$ cat config.mk
export PLATFORM = sky130hd
export DESIGN_NAME = smi_rx_stream_ctrl
export DESIGN_NICKNAME = d
export VERILOG_FILES = /design/src/rtl/smi_rx_stream_ctrl.sv
export SDC_FILE = /design/constraint.sdc
export NUM_CORES = 1
export LEC_CHECK = 0
export CORE_ASPECT_RATIO = 0.8
export CORE_UTILIZATION = 35
export DETAILED_ROUTE_END_ITERATION = 16
export DONT_BUFFER_PORTS = 1
export PLACE_DENSITY = 0.5
export SYNTH_ARGS = -nofsm -noshare
export SYNTH_HDL_FRONTEND = slang
export SYNTH_SLANG_ARGS = --single-unit
$ cat constraint.sdc
create_clock -name i_sys_clk -period 2.3 [get_ports i_sys_clk]
set_input_delay 0.23 -clock i_sys_clk [delete_from_list [all_inputs] [get_ports i_sys_clk]]
set_output_delay 0.23 -clock i_sys_clk [all_outputs]
set_load 0.03 [all_outputs]
$ cat src/rtl/smi_rx_stream_ctrl.sv
// SMI read-path controller: drains per-channel RX FIFOs and serialises words into SMI beats.
// Optional macro SMI_RX_MSB_FIRST_EN selects MSB-first beat order (default LSB-first).
module smi_rx_stream_ctrl #(
  parameter int unsigned NUM_CH  = 2,
  parameter int unsigned WORD_W  = 32,
  parameter int unsigned SMI_W   = 8,
  parameter int unsigned ADDR_W  = 3,
  parameter logic [7:0]  VERSION = 8'h02
) (
  input  logic                     i_sys_clk,
  input  logic                     i_reset_n,
  input  logic [4:0]               i_ioc,
  input  logic                     i_cs,
  input  logic                     i_fetch_cmd,
  output logic [7:0]               o_data_out,
  output logic [NUM_CH-1:0]        o_fifo_pull,
  input  logic [NUM_CH*WORD_W-1:0] i_fifo_data,
  input  logic [NUM_CH-1:0]        i_fifo_full,
  input  logic [NUM_CH-1:0]        i_fifo_empty,
  input  logic [ADDR_W-1:0]        i_smi_a,
  input  logic                     i_smi_soe_se,
  output logic [SMI_W-1:0]         o_smi_data_out,
  output logic                     o_smi_read_req,
  output logic                     o_smi_writing
);

  localparam int unsigned BPW   = WORD_W / SMI_W;
  localparam int unsigned IDX_W = (BPW > 1) ? $clog2(BPW) : 1;

  typedef enum logic [1:0] {ST_IDLE, ST_FETCH, ST_VALID} state_e;

  logic [2:0]              soe_q;
  logic                    soe_rise;
  logic [NUM_CH-1:0]       valid_vec;
  logic [NUM_CH-1:0]       udr_ch;
  logic [NUM_CH*SMI_W-1:0] beat_flat;
  logic [3:0]              udr_set;
  logic                    addr_set;
  logic [3:0]              err_udr_q;
  logic                    err_addr_q;
  logic [7:0]              status;
  logic [SMI_W-1:0]        smi_d;
  logic                    ioc_read;

  // Shifter resets to idle-high so release from reset is not seen as a strobe edge.
  always_ff @(posedge i_sys_clk or negedge i_reset_n) begin
    if (!i_reset_n) soe_q <= '1;
    else            soe_q <= {soe_q[1:0], i_smi_soe_se};
  end

  assign soe_rise = (soe_q[2:1] == 2'b01);

  for (genvar k = 0; k < NUM_CH; k++) begin : g_ch
    state_e             state_q;
    logic [WORD_W-1:0]  word_q;
    logic [IDX_W-1:0]   idx_q;
    logic               pull_q;
    logic               sel;
    logic [SMI_W-1:0]   beat;
    int unsigned        sh;

    assign sel = (i_smi_a == ADDR_W'(k));

    always_ff @(posedge i_sys_clk or negedge i_reset_n) begin
      if (!i_reset_n) begin
        state_q <= ST_IDLE;
        word_q  <= '0;
        idx_q   <= '0;
        pull_q  <= 1'b0;
      end else begin
        pull_q <= 1'b0;
        case (state_q)
          ST_IDLE: begin
            if (!i_fifo_empty[k]) begin
              pull_q  <= 1'b1;
              state_q <= ST_FETCH;
            end
          end
          ST_FETCH: begin
            word_q  <= i_fifo_data[k*WORD_W +: WORD_W];
            idx_q   <= '0;
            state_q <= ST_VALID;
          end
          ST_VALID: begin
            if (soe_rise && sel) begin
              if (idx_q == IDX_W'(BPW - 1)) begin
                idx_q   <= '0;
                state_q <= ST_IDLE;
              end else begin
                idx_q <= idx_q + 1'b1;
              end
            end
          end
          default: state_q <= ST_IDLE;
        endcase
      end
    end

    always_comb begin
`ifdef SMI_RX_MSB_FIRST_EN
      sh = (BPW - 1 - int'(idx_q)) * SMI_W;
`else
      sh = int'(idx_q) * SMI_W;
`endif
      beat = SMI_W'(word_q >> sh);
    end

    assign o_fifo_pull[k]                  = pull_q;
    assign valid_vec[k]                    = (state_q == ST_VALID);
    assign udr_ch[k]                       = soe_rise && sel && (state_q != ST_VALID);
    assign beat_flat[k*SMI_W +: SMI_W]     = beat;
  end

  always_comb begin
    smi_d   = '0;
    udr_set = '0;
    status  = '0;
    for (int unsigned k = 0; k < NUM_CH; k++) begin
      if (valid_vec[k] && (i_smi_a == ADDR_W'(k)))
        smi_d = beat_flat[k*SMI_W +: SMI_W];
      udr_set[k]      = udr_ch[k];
      status[2*k]     = i_fifo_empty[k];
      status[2*k + 1] = i_fifo_full[k];
    end
  end

  assign addr_set = soe_rise && ((i_smi_a >= ADDR_W'(NUM_CH)) || i_smi_a[ADDR_W-1]);
  assign ioc_read = i_cs && i_fetch_cmd;

  always_ff @(posedge i_sys_clk or negedge i_reset_n) begin
    if (!i_reset_n) o_smi_data_out <= '0;
    else            o_smi_data_out <= smi_d;
  end

  // Read-clear drops old flags but keeps any set arriving in the same cycle.
  always_ff @(posedge i_sys_clk or negedge i_reset_n) begin
    if (!i_reset_n) begin
      err_udr_q  <= '0;
      err_addr_q <= 1'b0;
    end else if (ioc_read && (i_ioc == 5'h02)) begin
      err_udr_q  <= udr_set;
      err_addr_q <= addr_set;
    end else begin
      err_udr_q  <= err_udr_q | udr_set;
      err_addr_q <= err_addr_q | addr_set;
    end
  end

  always_ff @(posedge i_sys_clk or negedge i_reset_n) begin
    if (!i_reset_n) begin
      o_data_out <= '0;
    end else if (ioc_read) begin
      case (i_ioc)
        5'h00:   o_data_out <= VERSION;
        5'h01:   o_data_out <= status;
        5'h02:   o_data_out <= {err_addr_q, 3'b000, err_udr_q};
        default: o_data_out <= o_data_out;
      endcase
    end
  end

  assign o_smi_read_req = |(valid_vec | ~i_fifo_empty);
  assign o_smi_writing  = i_smi_a[ADDR_W-1];

endmodule
==> flow_summary.json <==
{
  "worstPathCellList": "mux4_2, a22o_1",
  "hp-class": "in2async",
  "violations": "negative hold slack",
  "cp_data_arrival_time_ns": 1.98,
  "r2r_start": "g_ch[0].idx_q[0]$_DFFE_PN0P_",
  "maxClockFrequency_ghz": 0.568,
  "drtAntennaViolNets": 0,
  "grt_pass1_wl_mm": 13.2,
  "setup_viol": 0,
  "instances_no_fill": 422,
  "synthTopCellsByCount": "dfrtp_1 (90), mux2_2 (65), mux4_2 (16), a22o_1 (9)",
  "maxSlewHeadroom_pct": 53.2,
  "drv_cap": 0,
  "drive_gt1_share_pct": 39.5,
  "crit_path_max_fanout": 12,
  "numCtsBuffers": 9,
  "root_buffer": "clkbuf_16",
  "synth_top_area_share_pct": 55.6,
  "via_per_inst": 5.27,
  "cts_tree": "done",
  "path_buf_inv": 0,
  "core_area_um2": 11100,
  "peakVddDrop_mv": 0.582,
  "finish.utilization_pct": 40.7,
  "ctsHoldBuffers": 4,
  "reg2reg_slack_ns": 0.54,
  "ioPinCount": 101,
  "fin_crit_sh_pct": 76.6,
  "outcome": "finished, violations left",
  "wl_met3_um": 847,
  "worst_path_largest_cell_delay_ns": 0.77,
  "drc": 0,
  "crit_required_ns": 2.52,
  "synthToLayoutAreaGrowth_pct": 11.2,
  "routed-wl-met2_mm": 3.70,
  "synth_top_cell_by_area": "dfrtp_1",
  "postCtsSetupRepairBufs": 0,
  "finish.net_count": 354,
  "drt_iter0_drc": 84,
  "ctsHtreeMaxLevel": 3,
  "syn_inst": 269,
  "hold_viol_final": 93,
  "yosys_warnings": 0,
  "syn_area_um2": 4050,
  "rr_endpoint": "o_smi_data_out[7]$_DFF_PN0_",
  "antenna_found_initial": 2,
  "drv_slew": 0,
  "cp_num_cells": 2,
  "fp.dieH_um": 98.2,
  "start_kind": "flop",
  "crit_family": "flip-flops",
  "clock_skew_ns": 0.00668,
  "setup_slack_ns": 0.539,
  "crit_slowest_cell": "dfrtp_1",
  "die_w_um": 122,
  "power_density_nw_per_um2": 1260,
  "die_area_um2": 12000,
  "initial_core_util_pct": 36.6,
  "top_layer_used": "met4",
  "clock_latency_ns": 0.34,
  "crit_path_end_kind": "flop",
  "tns_ns": 0,
  "port_buffers": 0,
  "leakagePower_nw": 1.81,
  "synth_edf_count": 0,
  "critPathKind": "reg2reg",
  "first_pass_iters": 4,
  "routed_wl_mm": 8.19,
  "clk_pin_slew_ns": 0.06,
  "yosysMostFrequentCell": "dfrtp_1",
  "place_area_um2": 4180,
  "synth_ff_type": "dfrtp_1",
  "critPathLaunch": "g_ch[0].idx_q[0]$_DFFE_PN0P_",
  "ys_types": 40,
  "clock-sinks": 93,
  "worst_pin_slew_ns": 0.692,
  "ctsResizeCount": 0,
  "fin_area_um2": 4510,
  "hpwlAfterDp_mm": 5.65,
  "yosysSeqAreaShare_pct": 57.5,
  "overflow": 0,
  "synth.avg_cell_area_um2": 15.1,
  "dp_slack_ns": 0.494,
  "first_global_vias": 2459,
  "rr_worst_depth": 2,
  "crit_end": "o_smi_data_out[7]$_DFF_PN0_",
  "wl_per_cell_um": 19.4,
  "hold-worst-slack_ns": -0.413,
  "ys_async_sr_fraction_pct": 100,
  "yosys-top-cells-area": "dfrtp_1 (56%), mux2_2 (18%), mux4_2 (8.9%), dfstp_2 (1.9%), a22o_1 (1.9%)",
  "dp.cells": 400,
  "via_count": 2224,
  "period_minus_slack_ns": 1.76,
  "ys_ff_latch": 93,
  "grt_max_degree": 94,
  "fp-row-count": 34,
  "place_congestion": 0.730,
  "wl_met1_mm": 3.56,
  "grtUsageTotal_pct": 14.9,
  "rsz0062_at_grt": "no",
  "cts_buffer_depth": 2
}
-- how the worst min path moves through the flow --
stage                                      to  slack, ns  startpoint
3_5_place_dp        o_data_out[3]$_DFFE_PN0P_      -0.06   i_reset_n
3_3_place_gp        o_data_out[3]$_DFFE_PN0P_      -0.06   i_reset_n
6_report            o_data_out[3]$_DFFE_PN0P_      -0.41   i_reset_n
5_1_grt             o_data_out[3]$_DFFE_PN0P_      -0.44   i_reset_n
4_1_cts        g_ch[1].word_q[16]$_DFFE_PN0P_      -0.43   i_reset_n
2_1_floorplan            err_addr_q$_DFF_PN0_      -0.07   i_reset_n
-- registers in the layout, summed over array words and instances, names as in the netlist --
| name | flops |
|---|---|
| err_udr_q | 2 |
| g_ch.word_q | 64 |
| o_data_out | 5 |
| err_addr_q | 1 |
| g_ch.state_q | 4 |
| g_ch.pull_q | 2 |
| o_smi_data_out | 8 |
| g_ch.idx_q | 4 |
| soe_q | 3 |
-- metrics by stage --
step | hold slack, ns | power, mW
after CTS | -0.429 | 5.79
after global routing | -0.443 | 6.05
after detailed placement | -0.0637 | 4.37
final | -0.413 | 5.69
after floorplan | -0.0656 | 4.03
after global placement | -0.0637 | 4.32
-- cell families after synthesis --
family                     synth area share (%)
buffers and inverters                      2.66
adders and majority gates                 0.617
other                                    0.0925
and+or+nand+nor                            6.24
DFF                                        57.5
AOI/OAI and AO/OA                          5.65
muxes                                      27.2
-- layout by cell type (no fill, tap or decap), drive strengths merged, types with 3 or more instances in the layout --
cell type / instances
conb: 3
mux2: 66
nand2b: 4
mux4: 16
nor3: 6
clkinv: 3
dlygate4sd3: 4
buf: 4
clkbuf: 12
nand2: 8
dfrtp: 90
nor2: 3
a22o: 9
dfstp: 3
o21ai: 3
o211ai: 3
nor2b: 7
-- per-layer routing --
metal	vias to the layer above	track usage (%)
met4	0	3.38
met1	1144	18.8
met2	74	21.8
li1	1001	-
met3	5	8.88
met5	-	0
-- worst register-to-register path: cells and delay by family, from the launching register on --
family,cells,cell delay (ns)
flip-flops,1,0.77
multiplexers,1,0.63
AO/OA/AOI/OAI,1,0.25
-- power by group --
part           switching [mW]  leakage (nW)  internal (mW)
logic                   0.473         0.556          0.999
registers               0.515          1.12           2.31
clock network           0.598         0.138          0.786
-- area by class of cell --
type | count | area (µm²)
fillers | 1064 | 6560
flip-flops and latches | 93 | 2330
multi-input cells | 158 | 1640
clock buffers | 12 | 256
well taps | 144 | 180
repair buffers | 8 | 70.1
clock inverters | 4 | 22.5
diodes | 2 | 5.00
inverters | 1 | 3.75
No activity file was read; power rests on OpenSTA's default activity.
